--- config.mk ---
export PLATFORM = sky130hd
export DESIGN_NAME = serial_add_ctrl
export DESIGN_NICKNAME = d
export VERILOG_FILES = /design/src/rtl/serial_add_ctrl_pkg.sv /design/src/rtl/serial_add_ctrl_fulladder.sv /design/src/rtl/serial_add_ctrl.sv
export SDC_FILE = /design/constraint.sdc
export NUM_CORES = 1
export LEC_CHECK = 0
export BUFFER_PORTS_ARGS = -buffer_cell sky130_fd_sc_hd__buf_2
export CAP_MARGIN = 20
export CORE_MARGIN = 2
export CORE_UTILIZATION = 50
export CTS_CLUSTER_SIZE = 25
export DETAILED_ROUTE_END_ITERATION = 8
export PLACE_DENSITY = 0.75
export SLEW_MARGIN = 5
export SYNTH_ARGS = -nofsm -noshare
export SYNTH_HDL_FRONTEND = slang
export SYNTH_HIERARCHICAL = 1
export SYNTH_SLANG_ARGS = --single-unit
--- constraint.sdc ---
create_clock -name clk -period 3.1 [get_ports clk]
set_input_delay 0.155 -clock clk [delete_from_list [all_inputs] [get_ports clk]]
set_output_delay 0.155 -clock clk [all_outputs]
set_load 0.005 [all_outputs]
--- src/rtl/serial_add_ctrl_pkg.sv ---
// Shared definitions for the bit-serial adder controller: FSM encodings and default width.
// The SERIAL_ADD_SUB_EN build option is consumed by serial_add_ctrl, not here.
package serial_add_ctrl_pkg;
  localparam int SA_WIDTH_DEF = 8;

  typedef enum logic [1:0] {
    IDLE = 2'd0,
    RUN  = 2'd1,
    DONE = 2'd2
  } sa_state_e;
endpackage

--- src/rtl/serial_add_ctrl_fulladder.sv ---
// One-bit full adder; the only arithmetic resource the serial controller sequences.
module fulladder (
  input  logic a,
  input  logic b,
  input  logic cin,
  output logic y,
  output logic cout
);
  assign y    = a ^ b ^ cin;
  assign cout = (a & b) | (cin & (a ^ b));
endmodule

--- src/rtl/serial_add_ctrl.sv ---
// Bit-serial WIDTH-bit adder: one fulladder evaluated LSB first over WIDTH RUN cycles.
// Optional SERIAL_ADD_SUB_EN adds a req_sub port (A-B via inverted B and carry-in 1).
module serial_add_ctrl
  import serial_add_ctrl_pkg::*;
#(
  parameter int WIDTH = SA_WIDTH_DEF
) (
  input  logic             clk,
  input  logic             rst,
  input  logic             req_valid,
  output logic             req_ready,
  input  logic [WIDTH-1:0] req_a,
  input  logic [WIDTH-1:0] req_b,
  input  logic             req_cin,
`ifdef SERIAL_ADD_SUB_EN
  input  logic             req_sub,
`endif
  output logic             rsp_valid,
  input  logic             rsp_ready,
  output logic [WIDTH-1:0] rsp_sum,
  output logic             rsp_cout,
  output logic             rsp_ovf,
  output logic             busy
);
  localparam int CW = (WIDTH > 2) ? $clog2(WIDTH) : 1;
  localparam logic [CW-1:0] LAST = CW'(WIDTH - 1);

  sa_state_e        state, state_nx;
  logic [WIDTH-1:0] a_sh, b_sh, sum_sh;
  logic [CW-1:0]    cnt;
  logic             carry;
  logic             fa_y, fa_cout;
  logic [WIDTH-1:0] b_ld;
  logic             cin_ld;

`ifdef SERIAL_ADD_SUB_EN
  // Two's-complement subtract: A + ~B + 1, caller's carry-in is dropped.
  assign b_ld   = req_sub ? ~req_b : req_b;
  assign cin_ld = req_sub | req_cin & ~req_sub;
`else
  assign b_ld   = req_b;
  assign cin_ld = req_cin;
`endif

  fulladder u_fa (
    .a    (a_sh[0]),
    .b    (b_sh[0]),
    .cin  (carry),
    .y    (fa_y),
    .cout (fa_cout)
  );

  always_ff @(posedge clk or posedge rst) begin
    if (rst) state <= IDLE;
    else     state <= state_nx;
  end

  always_comb begin
    state_nx = state;
    case (state)
      IDLE:    if (req_valid)   state_nx = RUN;
      RUN:     if (cnt == LAST) state_nx = DONE;
      DONE:    if (rsp_ready)   state_nx = IDLE;
      default: state_nx = IDLE;
    endcase
  end

  always_comb begin
    req_ready = (state == IDLE) && !rst;
    rsp_valid = (state == DONE);
    busy      = (state != IDLE);
  end

  always_ff @(posedge clk or posedge rst) begin
    if (rst) begin
      a_sh     <= '0;
      b_sh     <= '0;
      sum_sh   <= '0;
      cnt      <= '0;
      carry    <= 1'b0;
      rsp_cout <= 1'b0;
      rsp_ovf  <= 1'b0;
    end else begin
      case (state)
        IDLE: if (req_valid) begin
          a_sh  <= req_a;
          b_sh  <= b_ld;
          carry <= cin_ld;
          cnt   <= '0;
        end
        RUN: begin
          a_sh   <= a_sh >> 1;
          b_sh   <= b_sh >> 1;
          sum_sh <= {fa_y, sum_sh[WIDTH-1:1]};
          carry  <= fa_cout;
          // Final bit: carry still holds the carry into the MSB here.
          if (cnt == LAST) begin
            rsp_cout <= fa_cout;
            rsp_ovf  <= carry ^ fa_cout;
          end else begin
            cnt <= cnt + CW'(1);
          end
        end
        default: ;
      endcase
    end
  end

  assign rsp_sum = sum_sh;
endmodule

## Word-level counts from Yosys, hierarchy flattened

Index checks and enable logic that the tools add are counted.

- Add/subtract/negate cells: 1
- Eq/ne operators: 7
- Multiplexer cells: 13
- Bitwise operators: 6
- Reductions and logical operators: 9

Operators with widths:

| cell | count |
|---|---|
| 8-bit one-hot mux with 2 select lines | 2 |
| 8-bit 2-to-1 mux | 2 |
| 2-bit 2-to-1 mux | 3 |
| 3-bit 2-to-1 mux | 2 |
| 2-bit != test, second input constant | 3 |
| 2-bit one-hot mux with 3 select lines | 1 |
| 3-bit one-hot mux with 2 select lines | 1 |
| 3-bit AND reduction | 2 |
| 2-bit AND reduction | 2 |
| 2-bit nonzero test | 2 |
| 3-bit by 1-bit adder with 3-bit output, second input constant | 1 |
| 3-bit equality test, second input constant | 1 |
| 1-bit XOR | 3 |
| 1-bit bitwise AND | 2 |
| 2-bit by 1-bit equality test with 1-bit output, second input constant | 1 |
| 2-bit equality test, second input constant | 1 |
| 2-bit logical NOT | 1 |
| 2-bit by 1-bit != test with 1-bit output, second input constant | 1 |
| 1-bit one-hot mux with 2 select lines | 1 |
| 1-bit logical AND | 1 |
| 1-bit logical NOT | 1 |
| 1-bit 2-to-1 mux | 1 |
| 1-bit OR | 1 |

- Bits in registers: 32
- Input bits: 21
- Output and inout bits: 13
- Word-level logic and storage cells: 44

## Depth between registers and ports, before layout

- Depth in word-level cells: 4
- Gate-level depth with buffers: 5
- Depth with buffers taken out: 5

## By module

Netlist, hierarchy kept.

Modules (own cells, without submodules):

| module | times used | cells an instance | area an instance (µm²) | seq. area each (µm²) |
|---|---|---|---|---|
| serial_add_ctrl | 1 | 144 | 1,463.9 | 800.8 |
| fulladder | 1 | 1 | 20.0 | 0.0 |

## Least setup slack after synthesis

No wires, ideal clock.

- Path kind: register to register
- Start: register a_sh[0]
- End: register rsp_ovf
- Setup time: 0.125 ns
- Arrival: 1.257 ns
- Required time: 2.975 ns
- Path slack: 1.718 ns
- Stages on the path, launching flop included: 4
- Buffers on the path: 0
- Clock period less this slack: 1.382 ns
- Cells stage by stage: dfrtp_1 > fa_1 > xor2_1 > mux2_4

- Word-level cells in the longest chain between the ends: 4
- Elaborated cells between the ends (all ways): 5
- Those cells by class: 5 x bitwise

Ends and longest elaborated chain:

| what | line | source |
|---|---|---|
| start: declaration | serial_add_ctrl.sv:29 | `logic [WIDTH-1:0] a_sh, b_sh, sum_sh;` |
| start signal: assignment | serial_add_ctrl.sv:86 | `a_sh <= req_a;` |
| start signal: assignment | serial_add_ctrl.sv:92 | `a_sh <= a_sh >> 1;` |
| 1-bit XOR | serial_add_ctrl_fulladder.sv:10 | `assign cout = (a & b) \| (cin & (a ^ b));` |
| 1-bit bitwise AND | serial_add_ctrl_fulladder.sv:10 |  |
| 1-bit OR (*) | serial_add_ctrl_fulladder.sv:10 |  |
| net fa_cout | serial_add_ctrl.sv:32 | `logic fa_y, fa_cout;` |
| 1-bit XOR (*) | serial_add_ctrl.sv:99 | `rsp_ovf <= carry ^ fa_cout;` |
| end signal: assignment | serial_add_ctrl.sv:99 |  |
| end: declaration | serial_add_ctrl.sv:22 | `output logic rsp_ovf,` |

The timed path passes the listed nets; every way through them passes the cells marked *.
A chain may end at the register's enable or synchronous reset.

## Worst setup path after layout

- Start: register state[0]
- End: output req_ready

- Word-level cells in the longest chain between the ends: 2

Ends and longest elaborated chain:

| what | line | source |
|---|---|---|
| start: declaration | serial_add_ctrl.sv:28 | `sa_state_e state, state_nx;` |
| start signal: assignment | serial_add_ctrl.sv:55 | `else state <= state_nx;` |
| 2-bit logical NOT | serial_add_ctrl.sv:69 | `req_ready = (state == IDLE) && !rst;` |
| 1-bit logical AND | serial_add_ctrl.sv:69 |  |
| end: declaration | serial_add_ctrl.sv:11 | `output logic req_ready,` |

No other way between the ends.

==> flow_summary.json <==
{
  "portBuffers": 33,
  "syn_inst": 145,
  "cts_tree": "done",
  "die-height_um": 58.5,
  "htreeDepth": 2,
  "cts_buffers": 5,
  "finalSetupViolations": 0,
  "path_clk_slew_ps": 90,
  "drt_iter0_drc": 49,
  "nets": 202,
  "num_rows": 19,
  "start_util_pct": 53.4,
  "fin_util_pct": 61.7,
  "cp-start-kind": "flop",
  "clk_path_buf_depth": 2,
  "critical_path_class": "reg2out",
  "hold_viol_final": 0,
  "fmax_ghz": 0.544,
  "cts_resized": 0,
  "finalCritPeriodShare_pct": 59.2,
  "holdWs_ps": 79.9,
  "worst_pin_slew_ps": 712,
  "cts_root_buf": "clkbuf_4",
  "status": "complete, no violations",
  "syn-num-nets": 169,
  "grt_antenna_before_repair": 0,
  "path_cells": "nor2_1, inv_1, nor2_1, buf_2",
  "cts_sinks": 32,
  "drt_pass1_iterations": 4,
  "ys_seq_area_share_pct": 54.0,
  "dieArea_um2": 3420,
  "wire_per_inst_um": 14.7,
  "post_cts_buffers": 0,
  "power_density_nw_per_um2": 961,
  "yosysWarningCount": 6,
  "ir_worst_vdd_mv": 0.722,
  "overflow": 0,
  "rsz0062_at_grt": "false",
  "wirelength_um": 3100,
  "leakage_nw": 0.826,
  "period_minus_slack_ps": 1840,
  "place_congestion": 0.819,
  "setup.worst_path.end_class": "output pin",
  "slowest_stage": "dfrtp_1",
  "seqPwrFrac_pct": 45.8,
  "antennaDiodeCount": 0,
  "dp_hpwl_um": 2170,
  "ioPinCount": 34,
  "ys_ff_latch": 32,
  "grt_pass1_wl_um": 5150,
  "route.detailed.drc": 0,
  "setup_tns_ps": 0,
  "p_total_w": 0.00165,
  "grt_usage_pct": 20.5,
  "p_sw_w": 0.000636,
  "worstSkewPairLatency_ps": 330,
  "area_growth_pct": 15.7,
  "path_max_fanout": 13,
  "synth.avg_cell_area_um2": 10.2,
  "ant_nets": 0,
  "crit_top_cell": "nor2_1",
  "max_stage_delay_ps": 520,
  "vias": 1219,
  "grt_max_degree": 23,
  "die_x_um": 58.5,
  "clock_skew_ps": 5.88,
  "p_sw_share_pct": 38.6,
  "report.final.slew_viol_count": 0,
  "slew_headroom_pct": 52.5,
  "drv_cap": 0,
  "grt_pass1_vias": 1152,
  "clock_power_share_pct": 14.9,
  "yosys.cell_types.count": 28,
  "hold_buffers": 1,
  "hp-class": "in2reg",
  "syn_area_um2": 1480,
  "p_int_w": 0.00101,
  "combPwrFrac_pct": 39.3,
  "core_area_um2": 2780,
  "critical_path_required_ps": 2940,
  "vias_per_cell": 5.80,
  "cp.arrival_ps": 1680,
  "drive_gt1_share_pct": 26.3
}
## per-layer routing
layer,up-vias,share of wire (%),routed length [um],GRT usage [%]
li1,593,-,-,-
met1,579,44,1350,26.3
met2,38,49,1520,31.8
met3,9,5.6,173,7.25
met4,0,1.7,53,8.31
met5,-,0,0,0
## cell families (layout without fill, tap and decap cells)
kind of cell	count (synthesis)	in the layout	share of synthesized area [%]
compound gates	46	46	21.1
simple gates	45	45	13.9
flops	32	32	54.0
buf+inv	16	50	5.40
fa+ha+maj	3	3	3.04
mux	2	2	2.02
xor+xnor	1	1	0.590
## cell usage after synthesis
| cell | number | area share [%] |
|---|---|---|
| a21oi_1 | 13 | 4.4 |
| a221oi_1 | 2 | 1.2 |
| a22oi_1 | 2 | 1.0 |
| a32o_1 | 2 | 1.3 |
| and2b_1 | 1 | 0.51 |
| buf_2 | 7 | 2.4 |
| buf_4 | 3 | 1.5 |
| dfrtp_1 | 32 | 54 |
| fa_1 | 1 | 1.3 |
| ha_1 | 2 | 1.7 |
| inv_1 | 5 | 1.3 |
| inv_2 | 1 | 0.25 |
| mux2_4 | 2 | 2.0 |
| nand2_1 | 25 | 6.3 |
| nand2_2 | 1 | 0.42 |
| nand2b_1 | 3 | 1.3 |
| nand3b_1 | 2 | 1.0 |
| nor2_1 | 6 | 1.5 |
| nor2b_1 | 2 | 0.84 |
| nor3_1 | 3 | 1.0 |
| nor3b_1 | 2 | 1.0 |
| o21ai_2 | 1 | 0.59 |
| o221a_2 | 2 | 1.5 |
| o22a_1 | 2 | 1.2 |
| o22ai_1 | 18 | 7.6 |
| o2bb2ai_1 | 3 | 1.8 |
| o31ai_1 | 1 | 0.51 |
| xor2_1 | 1 | 0.59 |
## sequential cells by signal, summed over array words and instances (netlist names)
| signal | flops |
|---|---|
| a_sh | 8 |
| b_sh | 8 |
| rsp_sum | 8 |
| cnt | 3 |
| state | 2 |
| carry | 1 |
| rsp_cout | 1 |
| rsp_ovf | 1 |
## metrics by stage
stage	std cells	cell area [um2]	setup WS, ps
2_1_floorplan	145	1480	1720
3_3_place_gp	200	1640	1580
3_5_place_dp	200	1640	1490
4_1_cts	209	1710	1290
5_1_grt	210	1720	1140
6_report	210	1720	1260
## worst max-delay path, delay by kind of cell, from the launching register on
kind / cells / cell delay [ps]
buf+inv: 2 / 220
flops: 1 / 520
simple gates: 2 / 620
## area by class of cell
cell class | instances | area [um2]
Clock buffer | 8 | 58.8
Timing Repair Buffer | 36 | 193
Sequential cell | 32 | 801
Fill cell | 227 | 1060
Inverter | 6 | 22.5
Tap cell | 31 | 38.8
Multi-Input combinational cell | 97 | 603
## final timing paths
kind / from / slack, ps / cells after the start / end
setup / recovery: state[0]$_DFFE_PP0P_ / 1260 / 4 / req_ready
hold / removal: req_a[7] / 80 / 2 / a_sh[7]$_DFFE_PP0P_
setup reg to reg: state[1]$_DFFE_PP0P_ / 1440 / 3 / a_sh[2]$_DFFE_PP0P_
hold reg to reg: rsp_sum[0]$_DFFE_PP0N_ / 490 / 2 / rsp_sum[0]$_DFFE_PP0N_
max in group asynchronous: rst / 2130 / 4 / b_sh[6]$_DFFE_PP0P_
min in group asynchronous: rst / 350 / 3 / b_sh[7]$_DFFE_PP0P_
## cell usage in the layout (no fill, tap or decap), types with 3 or more instances in the layout
| cell | instances |
|---|---|
| o2bb2ai_1 | 3 |
| nor3_1 | 3 |
| nor2_1 | 6 |
| inv_1 | 5 |
| o22ai_1 | 18 |
| nand2_1 | 25 |
| dfrtp_1 | 32 |
| nand2b_1 | 3 |
| a21oi_1 | 13 |
| clkbuf_4 | 5 |
| buf_2 | 33 |
## power by group through the flow
stage	Sequential [W]	Clock [W]	Combinational [W]
CTS	0.000754	0.000253	0.000655
global placement	0.000753	0	0.000610
finish	0.000754	0.000246	0.000649
floorplan	0.000724	0	0.000511
global route	0.000783	0.000277	0.000735
detailed placement	0.000763	0	0.000645
(Power assumes the default switching activity.)
